[config.mk]
export PLATFORM = sky130hd
export DESIGN_NAME = logic_gate_unit
export DESIGN_NICKNAME = d
export VERILOG_FILES = /design/src/rtl/logic_gate_pkg.sv /design/src/rtl/logic_gate_unit_pipe_reg.sv /design/src/rtl/logic_gate_unit.sv
export SDC_FILE = /design/constraint.sdc
export NUM_CORES = 1
export LEC_CHECK = 0
export CAP_MARGIN = 20
export CORE_MARGIN = 4
export CORE_UTILIZATION = 59
export CTS_BUF_LIST = sky130_fd_sc_hd__clkbuf_8
export DETAILED_ROUTE_END_ITERATION = 16
export PLACE_DENSITY = 0.95
export SLEW_MARGIN = 15
export SYNTH_ARGS = -nofsm -noshare
export SYNTH_HDL_FRONTEND = slang
export SYNTH_SLANG_ARGS = --single-unit
export TNS_END_PERCENT = 20
[constraint.sdc]
create_clock -name clk -period 3.9 [get_ports clk]
set_clock_uncertainty 0.1 [all_clocks]
set_input_delay 0.39 -clock clk [delete_from_list [all_inputs] [get_ports clk]]
set_output_delay 0.39 -clock clk [all_outputs]
set_load 0.02 [all_outputs]
[src/rtl/logic_gate_pkg.sv]
// ---------------------------------------------------------------------------
// logic_gate_pkg
//
// Purpose:
//   Shared definitions for the logic gate unit: the 3-bit operation codes
//   and the single-bit evaluation function used to build the datapath.
//
// Contents:
//   gate_op_t   3-bit operation select type
//   OP_AND..OP_PASS  operation encodings
//   gate_eval   evaluates one operation on one bit of A and B
// ---------------------------------------------------------------------------
package logic_gate_pkg;

    typedef logic [2:0] gate_op_t;

    localparam gate_op_t OP_AND  = 3'b000;
    localparam gate_op_t OP_OR   = 3'b001;
    localparam gate_op_t OP_XOR  = 3'b010;
    localparam gate_op_t OP_NAND = 3'b011;
    localparam gate_op_t OP_NOR  = 3'b100;
    localparam gate_op_t OP_XNOR = 3'b101;
    localparam gate_op_t OP_ANDN = 3'b110;
    localparam gate_op_t OP_PASS = 3'b111;

    // Every supported function is bitwise, so a single-bit evaluator applied
    // per bit position serves any word width without truncation concerns.
    function automatic logic gate_eval(input gate_op_t op, input logic a, input logic b);
        case (op)
            OP_AND:  return a & b;
            OP_OR:   return a | b;
            OP_XOR:  return a ^ b;
            OP_NAND: return ~(a & b);
            OP_NOR:  return ~(a | b);
            OP_XNOR: return ~(a ^ b);
            OP_ANDN: return a & ~b;
            default: return a;
        endcase
    endfunction

endpackage

[src/rtl/logic_gate_unit_pipe_reg.sv]
// ---------------------------------------------------------------------------
// pipe_reg
//
// Purpose:
//   Generic single-entry valid/ready register slice. Accepts a beat whenever
//   it is empty or its current beat is leaving in the same cycle, so a chain
//   of these sustains one beat per cycle with no bubbles.
//
// Ports:
//   clk         clock, rising edge
//   rst         synchronous active-high reset, empties the slice
//   inValid_i   upstream beat valid
//   inReady_o   slice can take a beat this cycle
//   inData_i    upstream payload
//   outValid_o  slice holds a beat
//   outReady_i  downstream takes the held beat
//   outData_o   held payload, stable while stalled
// ---------------------------------------------------------------------------
module pipe_reg #(
    parameter int DW = 8
) (
    input  logic          clk,
    input  logic          rst,
    input  logic          inValid_i,
    output logic          inReady_o,
    input  logic [DW-1:0] inData_i,
    output logic          outValid_o,
    input  logic          outReady_i,
    output logic [DW-1:0] outData_o
);

    logic          valid_q;
    logic          valid_d;
    logic [DW-1:0] data_q;
    logic [DW-1:0] data_d;

    // Ready depends only on local state and the downstream ready, never on
    // inValid_i, so no combinational valid-to-ready loop can form.
    assign inReady_o  = !valid_q || outReady_i;
    assign outValid_o = valid_q;
    assign outData_o  = data_q;

    // Payload only changes on an accepted beat, which keeps the output
    // stable for as long as downstream stalls.
    always_comb begin
        valid_d = valid_q;
        data_d  = data_q;
        if (inValid_i && inReady_o) begin
            valid_d = 1'b1;
            data_d  = inData_i;
        end else if (outReady_i) begin
            valid_d = 1'b0;
        end
    end

    // State register.
    always_ff @(posedge clk) begin
        if (rst) begin
            valid_q <= 1'b0;
            data_q  <= '0;
        end else begin
            valid_q <= valid_d;
            data_q  <= data_d;
        end
    end

endmodule

[src/rtl/logic_gate_unit.sv]
// ---------------------------------------------------------------------------
// logic_gate_unit
//
// Purpose:
//   Two-stage pipelined bitwise logic unit. Stage 1 captures op/A/B, stage 2
//   captures the result word and its flags. Valid/ready on both sides, one
//   beat per cycle, two cycles of latency, plus a count of results delivered.
//
// Ports:
//   clk         clock, rising edge
//   rst         synchronous active-high reset
//   in_valid    input beat valid
//   in_ready    unit can accept an input beat
//   in_op       operation select (see logic_gate_pkg)
//   in_a        operand A
//   in_b        operand B
//   out_valid   result beat valid
//   out_ready   downstream accepts the result
//   out_o       result word
//   out_zero    out_o is all zeros
//   out_ones    out_o is all ones
//   out_parity  XOR reduction of out_o
//   done_cnt    output handshakes since reset, wraps silently
// ---------------------------------------------------------------------------
module logic_gate_unit
    import logic_gate_pkg::*;
#(
    parameter int WIDTH     = 8,
    parameter int CNT_WIDTH = 16
) (
    input  logic                 clk,
    input  logic                 rst,
    input  logic                 in_valid,
    output logic                 in_ready,
    input  logic [2:0]           in_op,
    input  logic [WIDTH-1:0]     in_a,
    input  logic [WIDTH-1:0]     in_b,
    output logic                 out_valid,
    input  logic                 out_ready,
    output logic [WIDTH-1:0]     out_o,
    output logic                 out_zero,
    output logic                 out_ones,
    output logic                 out_parity,
    output logic [CNT_WIDTH-1:0] done_cnt
);

    localparam int S1_W = 3 + 2 * WIDTH;
    localparam int S2_W = WIDTH + 3;

    logic [S1_W-1:0]      s1In;
    logic [S1_W-1:0]      s1Out;
    logic                 s1Valid;
    logic                 s2Ready;
    gate_op_t             s1Op;
    logic [WIDTH-1:0]     s1A;
    logic [WIDTH-1:0]     s1B;
    logic [WIDTH-1:0]     result;
    logic                 resZero;
    logic                 resOnes;
    logic                 resParity;
    logic [S2_W-1:0]      s2In;
    logic [S2_W-1:0]      s2Out;
    logic [CNT_WIDTH-1:0] doneCnt_q;
    logic [CNT_WIDTH-1:0] doneCnt_d;

    assign s1In = {in_op, in_a, in_b};

    pipe_reg #(.DW(S1_W)) stage1 (
        .clk        (clk),
        .rst        (rst),
        .inValid_i  (in_valid),
        .inReady_o  (in_ready),
        .inData_i   (s1In),
        .outValid_o (s1Valid),
        .outReady_i (s2Ready),
        .outData_o  (s1Out)
    );

    assign {s1Op, s1A, s1B} = s1Out;

    // Apply the selected function bit by bit on the stage-1 operands.
    always_comb begin
        result = '0;
        for (int i = 0; i < WIDTH; i++) begin
            result[i] = gate_eval(s1Op, s1A[i], s1B[i]);
        end
    end

    // Flags are computed before stage 2 so they are registered alongside
    // the word and stay consistent with it under backpressure.
    assign resZero   = ~|result;
    assign resOnes   = &result;
    assign resParity = ^result;

    assign s2In = {resParity, resOnes, resZero, result};

    pipe_reg #(.DW(S2_W)) stage2 (
        .clk        (clk),
        .rst        (rst),
        .inValid_i  (s1Valid),
        .inReady_o  (s2Ready),
        .inData_i   (s2In),
        .outValid_o (out_valid),
        .outReady_i (out_ready),
        .outData_o  (s2Out)
    );

    assign {out_parity, out_ones, out_zero, out_o} = s2Out;

    // Completed-transaction counter; natural binary overflow gives the wrap.
    always_comb begin
        doneCnt_d = doneCnt_q;
        if (out_valid && out_ready) begin
            doneCnt_d = doneCnt_q + CNT_WIDTH'(1);
        end
    end

    // Counter register.
    always_ff @(posedge clk) begin
        if (rst) begin
            doneCnt_q <= '0;
        end else begin
            doneCnt_q <= doneCnt_d;
        end
    end

    assign done_cnt = doneCnt_q;

endmodule

==> summary.txt, run 1 <==
Status
  • Outcome: finished, final reports clean

Yosys
  • Synth area leader: dfxtp_1
  • Syn nets: 425
  • Top post-synthesis cells by count: 65 x nand2_1, 48 x dfxtp_1, 43 x a21oi_1
  • FFs w/ async S/R, synth: 0%
  • Top FF cell, synth: dfxtp_1
  • Mapped Cells: 372
  • Post-synthesis sequential area ratio: 32.8%
  • Yosys top cell area share: 32.8%
  • FF+latch count, synth: 48
  • Synth cell types: 49
  • Warnings from Yosys: 0
  • Post-Syn Area: 0.00293 mm2
  • Synth top area cells: dfxtp_1 33%, ha_1 13%, nand2_1 8.3%
  • Most frequent cell after synthesis: nand2_1
  • Number of synthesized flops with an enable pin: 0
  • Syn Area/Cell: 7.88 um2

Routing
  • Number of DRC markers in iteration 0: 205
  • Pre-antenna DRT Iters: 5
  • DRC errors left: 0
  • DR vias/cell: 5.58
  • DRT antenna net count: 0
  • Routed len/inst: 14.3 um
  • Vias: 2672
  • Final wirelength: 6840 um

Setup path
  • Crit path capture: stage2.outData_o[10]$_SDFFE_PP0P_
  • FF-to-FF End: stage2.outData_o[10]$_SDFFE_PP0P_
  • Reg2reg start: stage1.outData_o[17]$_SDFFE_PP0P_
  • CP Class: flop to flop
  • Max FO, Critical Path: 18
  • Worst Path Required: 3.99 ns
  • Critical Path End Type: flop
  • Startpoint Class: flop
  • Critical path arrival: 3.34 ns
  • Reg2Reg Depth: 12
  • R2R Setup Slk: 0.66 ns
  • Worst Setup SP: stage1.outData_o[17]$_SDFFE_PP0P_

STA
  • Fin. Hold Viols: 0
  • Max-slew violations: 0
  • Fin crit period: 3.24 ns
  • RSZ-0062 raised after global routing: false
  • Post-route setup TNS: 0 ns
  • Worst-Margin Slew: 0.806 ns
  • Final Cycle Share: 83.2%
  • Rel. slew slack: 46.2%
  • Final hold slack: 0.363 ns
  • Fmax: 308 MHz
  • Final setup viols: 0

Die
  • Area of the core: 0.00475 mm2
  • Die Height: 78.5 um
  • Initial cell density of the core: 61.7%
  • Die ar.: 0.00616 mm2
  • Die W: 78.5 um
  • Row Count: 25
  • # IOs: 52

Global routing
  • GRT Total Usage: 23.1%
  • First-pass GRT wire length: 11500 um
  • Antenna violations before repair: 0
  • Largest net degree at the start of global routing: 51
  • Global route overflow: 0
  • Vias in the first global route: 2563

Finish
  • Area growth, synth to finish: 20.3%
  • Final nets: 465
  • Diode count: 0
  • Proportion of layout cells with a drive suffix above 1: 4.37%

Clock network
  • TritonCTS clock tree: built
  • Root Buffer: clkbuf_8
  • Worst skew pair latency: 0.31 ns
  • Cts hold-fix bufs: 0
  • Worst-path clk slew: 0.09 ns
  • Resized Gates After CTS: 0
  • TritonCTS Sinks: 48
  • Total setup buffers inserted after CTS: 0
  • CTS Buf Count: 5
  • H-Tree Depth: 2
  • Longest Clk Path Bufs: 2

Placed design
  • GPL Wtd Cong: 0.879
  • Port Buf Inserts: 51
  • Post-DP HPWL: 5080 um

Power and ir drop
  • Maximum vdd drop: 376 uV
  • Leak: 1.33 nW
  • Pwr dens: 302 mW/mm2

Min path
  • Worst min path class: flop to flop

Flow run
  • Max Cap Viol: 0
## how the worst min path moves through the flow
stage	from	to	slack, ns	cells past startpoint
6_report	stage2.outData_o[0]$_SDFFE_PP0P_	stage2.outData_o[0]$_SDFFE_PP0P_	0.36	2
2_1_floorplan	stage1.outData_o[0]$_SDFFE_PP0P_	stage1.outData_o[0]$_SDFFE_PP0P_	0.35	2
3_3_place_gp	stage2.outData_o[0]$_SDFFE_PP0P_	stage2.outData_o[0]$_SDFFE_PP0P_	0.34	2
5_1_grt	stage2.outData_o[1]$_SDFFE_PP0P_	stage2.outData_o[1]$_SDFFE_PP0P_	0.38	2
3_5_place_dp	stage2.outData_o[1]$_SDFFE_PP0P_	stage2.outData_o[1]$_SDFFE_PP0P_	0.36	2
4_1_cts	stage2.outData_o[0]$_SDFFE_PP0P_	stage2.outData_o[0]$_SDFFE_PP0P_	0.37	2
## cell usage in the layout, fill, tap and decap left out, types with 3 or more instances in the layout
| cell | synthesis | final |
|---|---|---|
| nor2b_1 | 4 | 4 |
| xor2_1 | 3 | 3 |
| nand4_1 | 3 | 3 |
| inv_1 | 26 | 26 |
| buf_4 | 5 | 3 |
| nor3_1 | 5 | 5 |
| a211oi_1 | 7 | 7 |
| xnor2_1 | 9 | 9 |
| o21ai_1 | 3 | 3 |
| clkdlybuf4s50_1 | 0 | 51 |
| or3_1 | 5 | 5 |
| a21oi_1 | 43 | 43 |
| nand2_1 | 65 | 65 |
| mux2i_1 | 5 | 5 |
| o21a_1 | 3 | 3 |
| a311oi_1 | 3 | 3 |
| ha_1 | 30 | 30 |
| nand3b_1 | 4 | 4 |
| nand3_1 | 7 | 7 |
| and2_1 | 3 | 3 |
| o21ai_0 | 8 | 8 |
| clkbuf_8 | 0 | 6 |
| a22oi_1 | 3 | 3 |
| dfxtp_1 | 48 | 48 |
| mux2_2 | 4 | 4 |
| nor2_1 | 31 | 31 |
| nand2b_1 | 6 | 6 |
## report_power, final
| part | switching (W) | internal (W) |
|---|---|---|
| Combinational | 0.000120 | 0.000106 |
| Sequential | 0.0000246 | 0.000509 |
| Clock | 0.000165 | 0.000141 |
| Total | 0.000310 | 0.000757 |
## layer usage
| metal | track usage [%] | vias to the layer above | part of all wire, % |
|---|---|---|---|
| met2 | 37.5 | 73 | 48 |
| met1 | 29.3 | 1239 | 45 |
| met3 | 5.16 | 18 | 4.5 |
| met4 | 9.97 | 0 | 2.1 |
| li1 | - | 1342 | - |
| met5 | 0 | - | 0 |
## worst max-delay path, cell delays in order, from the launching register on
cell and delay, ns:
dfxtp_1 0.71, inv_2 0.19, nor3_1 0.25, a2111oi_0 0.12, o22a_1 0.26, a311oi_1 0.39
inv_1 0.10, ha_1 0.30, xnor2_1 0.19, xnor2_1 0.16, nor3_1 0.09, o21ai_1 0.16
o311ai_1 0.12
## sequential cells by signal (all words and copies together), names as in the netlist
name	flops
done_cnt	16
stage2.outValid_o	1
stage1.outData_o	19
stage2.outData_o	11
stage1.outValid_o	1
## kinds of logic (layout without fill, tap and decap cells)
| family | count (synthesis) | count (layout) | synth area share (%) |
|---|---|---|---|
| compound gates | 84 | 84 | 17.9 |
| buf+inv | 48 | 88 | 7.25 |
| fa+ha+maj | 30 | 30 | 12.8 |
| flops | 48 | 48 | 32.8 |
| xor+xnor | 12 | 12 | 3.58 |
| simple gates | 141 | 141 | 22.5 |
| mux | 9 | 9 | 3.24 |
## stage by stage
| step | std cells | worst slack, ns | total power (W) | utilization, % | instance area (um2) |
|---|---|---|---|---|---|
| after floorplan | 372 | 1.32 | 0.000696 | - | 2930 |
| after global placement | 472 | 1.01 | 0.000754 | 72.3 | 3440 |
| after detailed placement | 472 | 0.767 | 0.000767 | 72.3 | 3440 |
| after CTS | 479 | 0.756 | 0.00106 | 74.2 | 3530 |
| after global routing | 479 | 0.377 | 0.00112 | 74.2 | 3530 |
| final | 479 | 0.655 | 0.00107 | 74.2 | 3530 |
## cell type report
class | instances | area [um2]
inverter | 27 | 101
timing repair buffer | 54 | 533
multi-input combinational | 276 | 1760
sequential | 48 | 961
fill | 348 | 1220
tap | 67 | 83.8
clock inverter | 1 | 8.76
clock buffer | 6 | 82.6
Power figures use the tool's default switching activity.
==> run 2: changes to the inputs <==
--- a/config.mk
+++ b/config.mk
@@ -7,10 +7,10 @@
 export LEC_CHECK = 0
 export CAP_MARGIN = 20
 export CORE_MARGIN = 4
-export CORE_UTILIZATION = 59
+export CORE_UTILIZATION = 55
 export CTS_BUF_LIST = sky130_fd_sc_hd__clkbuf_8
 export DETAILED_ROUTE_END_ITERATION = 16
-export PLACE_DENSITY = 0.95
+export PLACE_DENSITY = 0.92
 export SLEW_MARGIN = 15
 export SYNTH_ARGS = -nofsm -noshare
 export SYNTH_HDL_FRONTEND = slang
==> constraint.sdc (replaced) <==
create_clock -name clk -period 3.1 [get_ports clk]
set_clock_uncertainty 0.1 [all_clocks]
set_input_delay 0.31 -clock clk [delete_from_list [all_inputs] [get_ports clk]]
set_output_delay 0.31 -clock clk [all_outputs]
set_load 0.02 [all_outputs]
==> summary.txt, run 2 (synthesis results as in run 1) <==
Die
  • Die ar.: 0.00657 mm2 (+6.5%)
  • # IOs: 52 (unchanged)
  • Die Height: 81.0 um (+3.2%)
  • Die W: 81.0 um (+3.2%)
  • Row Count: 26 (+4.0%)
  • Area of the core: 0.00514 mm2 (+8.1%)
  • Initial cell density of the core: 57.1% (-4.6 points)

Clock network
  • TritonCTS clock tree: built
  • CTS Buf Count: 5 (unchanged)
  • H-Tree Depth: 2 (unchanged)
  • Total setup buffers inserted after CTS: 0 (unchanged)
  • Worst-path clk slew: 0.09 ns (about the same)
  • TritonCTS Sinks: 48 (unchanged)
  • Longest Clk Path Bufs: 2 (unchanged)
  • Root Buffer: clkbuf_8
  • Worst skew pair latency: 0.30 ns (about the same)

Finish
  • Max reg flops: 19 (unchanged)
  • Area growth, synth to finish: 22.0%
  • Final nets: 469 (+0.86%)
  • Most frequent cells in the layout: 65 x nand2_1, 51 x clkdlybuf4s50_1, 46 x dfxtp_1
  • Design area: 0.00358 mm2 (+1.4%)
  • Proportion of layout cells with a drive suffix above 1: 6.24% (+1.9 points)
  • Diode count: 0 (unchanged)
  • Fin util: 69.6% (-4.6 points)
  • Commonest non-fill, non-tap cell in the layout: nand2_1

STA
  • Fin. Hold Viols: 0 (unchanged)
  • Max-slew violations: 0 (unchanged)
  • Final hold slack: 0.361 ns (-0.00153 ns)
  • Fmax: 346 MHz (+12%)
  • Worst-Margin Slew: 0.707 ns (-0.0988 ns)
  • Final setup viols: 0 (unchanged)
  • Fin crit period: 2.89 ns (-0.351 ns)
  • Final Cycle Share: 93.3% (+10 points)
  • Rel. slew slack: 52.7% (+6.5 points)

Power and ir drop
  • Comb pwr share: 21.3% (about the same)
  • Maximum vdd drop: 364 uV (-3.2%)
  • Power Internal: 0.000963 W (+27%)
  • Part of the power in the clock network: 29.3% (+0.6 points)
  • Tot Pwr: 0.00136 W (+28%)
  • Seq pwr share: 49.4% (-0.6 points)
  • Sw Ratio: 29.5% (+0.41 points)
  • Pwr dens: 381 mW/mm2 (+26%)
  • Switch Pwr: 0.000402 W (+30%)
  • Leak: 1.35 nW (+1.9%)

Routing
  • Number of DRC markers in iteration 0: 184 (-10%)
  • Vias: 2682 (+0.37%)
  • Pre-antenna DRT Iters: 4 (-1)
  • DR vias/cell: 5.51 (-1.3%)
  • DRT antenna net count: 0 (unchanged)
  • Final wirelength: 6940 um (+1.4%)
  • Routed len/inst: 14.2 um (-0.23%)
  • DRC errors left: 0 (unchanged)

Setup path
  • CP Class: flop to flop
  • Reg2Reg Depth: 12 (unchanged)
  • Critical path arrival: 3.01 ns (-0.33 ns)
  • Max FO, Critical Path: 5 (-13)
  • Slowest-stage cell, CP: dfxtp_1
  • Buffer and inverter count on the worst path: 2 (unchanged)
  • Crit-path cells: inv_1 > ha_1 > nor3_1 > a2111oi_1 > o22a_1 > a311oi_2 > inv_1 > ha_1 > xnor2_1 > xnor2_1 > nor3_1 > o311ai_1
  • Critical Path End Type: flop
  • Top Family by Delay on Critical Path: compound AO/OA/AOI/OAI gates
  • Reg2reg start: stage1.outData_o[13]$_SDFFE_PP0P_
  • FF-to-FF End: stage2.outData_o[10]$_SDFFE_PP0P_
  • Startpoint Class: flop
  • Worst Path Required: 3.21 ns (-0.78 ns)
  • CP peak stage delay: 0.42 ns (-0.29 ns)
  • R2R Setup Slk: 0.21 ns (-0.45 ns)

Placed design
  • Post-DP HPWL: 5020 um (-1.0%)
  • DP Area: 0.00347 mm2 (+0.98%)
  • GPL Wtd Cong: 0.843 (-4.1%)
  • Port Buf Inserts: 51 (unchanged)

Global routing
  • GRT Total Usage: 22.4% (-0.72 points)
  • Global route overflow: 0 (unchanged)
  • Vias in the first global route: 2581 (+0.70%)
  • Largest net degree at the start of global routing: 31 (-39%)
  • Antenna violations before repair: 0 (unchanged)
  • First-pass GRT wire length: 11600 um (+1.1%)

Min path
  • Hold path startpoint: stage2.outData_o[2]$_SDFFE_PP0P_
  • Worst min path class: flop to flop
  • Hold Path Depth: 2 (unchanged)
  • WHS Endpoint: stage2.outData_o[2]$_SDFFE_PP0P_

Status
  • Outcome: finished, final reports clean

Flow run
  • Max Cap Viol: 0 (unchanged)
==> run 2: stage by stage <==
step           setup slack [ns]  cells  TNS [ns]
2_1_floorplan             0.524    372         0
3_3_place_gp              0.352    479         0
3_5_place_dp              0.177    479         0
4_1_cts                   0.153    487         0
5_1_grt                -0.00334    487  -0.00334
6_report                  0.207    487         0
==> run 2: worst max-delay path by stage <==
stage                                 startpoint                                 to  depth (start not counted)
6_report       stage1.outData_o[13]$_SDFFE_PP0P_  stage2.outData_o[10]$_SDFFE_PP0P_                         12
5_1_grt        stage1.outData_o[13]$_SDFFE_PP0P_  stage2.outData_o[10]$_SDFFE_PP0P_                         12
4_1_cts        stage1.outData_o[18]$_SDFFE_PP0P_  stage2.outData_o[10]$_SDFFE_PP0P_                          9
3_5_place_dp   stage1.outData_o[17]$_SDFFE_PP0P_  stage2.outData_o[10]$_SDFFE_PP0P_                         11
3_3_place_gp   stage1.outData_o[17]$_SDFFE_PP0P_  stage2.outData_o[10]$_SDFFE_PP0P_                         12
2_1_floorplan  stage1.outData_o[13]$_SDFFE_PP0P_  stage2.outData_o[10]$_SDFFE_PP0P_                         13
==> run 2: worst reg2reg max path: cells and delay by family (launching register included) <==
family / cells / cell delay [ns]
AOI/OAI and AO/OA: 4 / 0.89
adders and majority gates: 2 / 0.61
DFF: 1 / 0.42
xor gates and xnor gates: 2 / 0.37
and+or+nand+nor: 2 / 0.26
buffers and inverters: 2 / 0.16
==> run 2: power groups by stage <==
| stage | sequential, W | combinational (W) | clock (W) |
|---|---|---|---|
| floorplan | 0.000682 | 0.000195 | 0 |
| global placement | 0.000685 | 0.000273 | 0 |
| detailed placement | 0.000687 | 0.000285 | 0 |
| CTS | 0.000672 | 0.000288 | 0.000406 |
| global route | 0.000678 | 0.000323 | 0.000434 |
| finish | 0.000674 | 0.000291 | 0.000400 |
==> run 2: area by class of cell <==
class                      instances  area, um2
clock inverter                     2       13.8
fill                             418       1560
inverter                          27        101
multi-input combinational        276       1770
timing repair buffer              58        563
sequential                        48        963
tap                               70       87.6
clock buffer                       6       82.6
==> run 2: what timing repair did <==
item | CTS | global route
resized for setup | 0 | 4
setup endpoints to repair | 0 | 1
hold buffers | 0 | 0
==> run 2: metal layers <==
layer	vias to the layer above	routed length [um]	GRT usage (%)
li1	1352	-	-
met1	1233	3150	28.7
met2	81	3280	36.9
met3	16	378	5.10
met4	0	133	7.60
met5	-	0	0
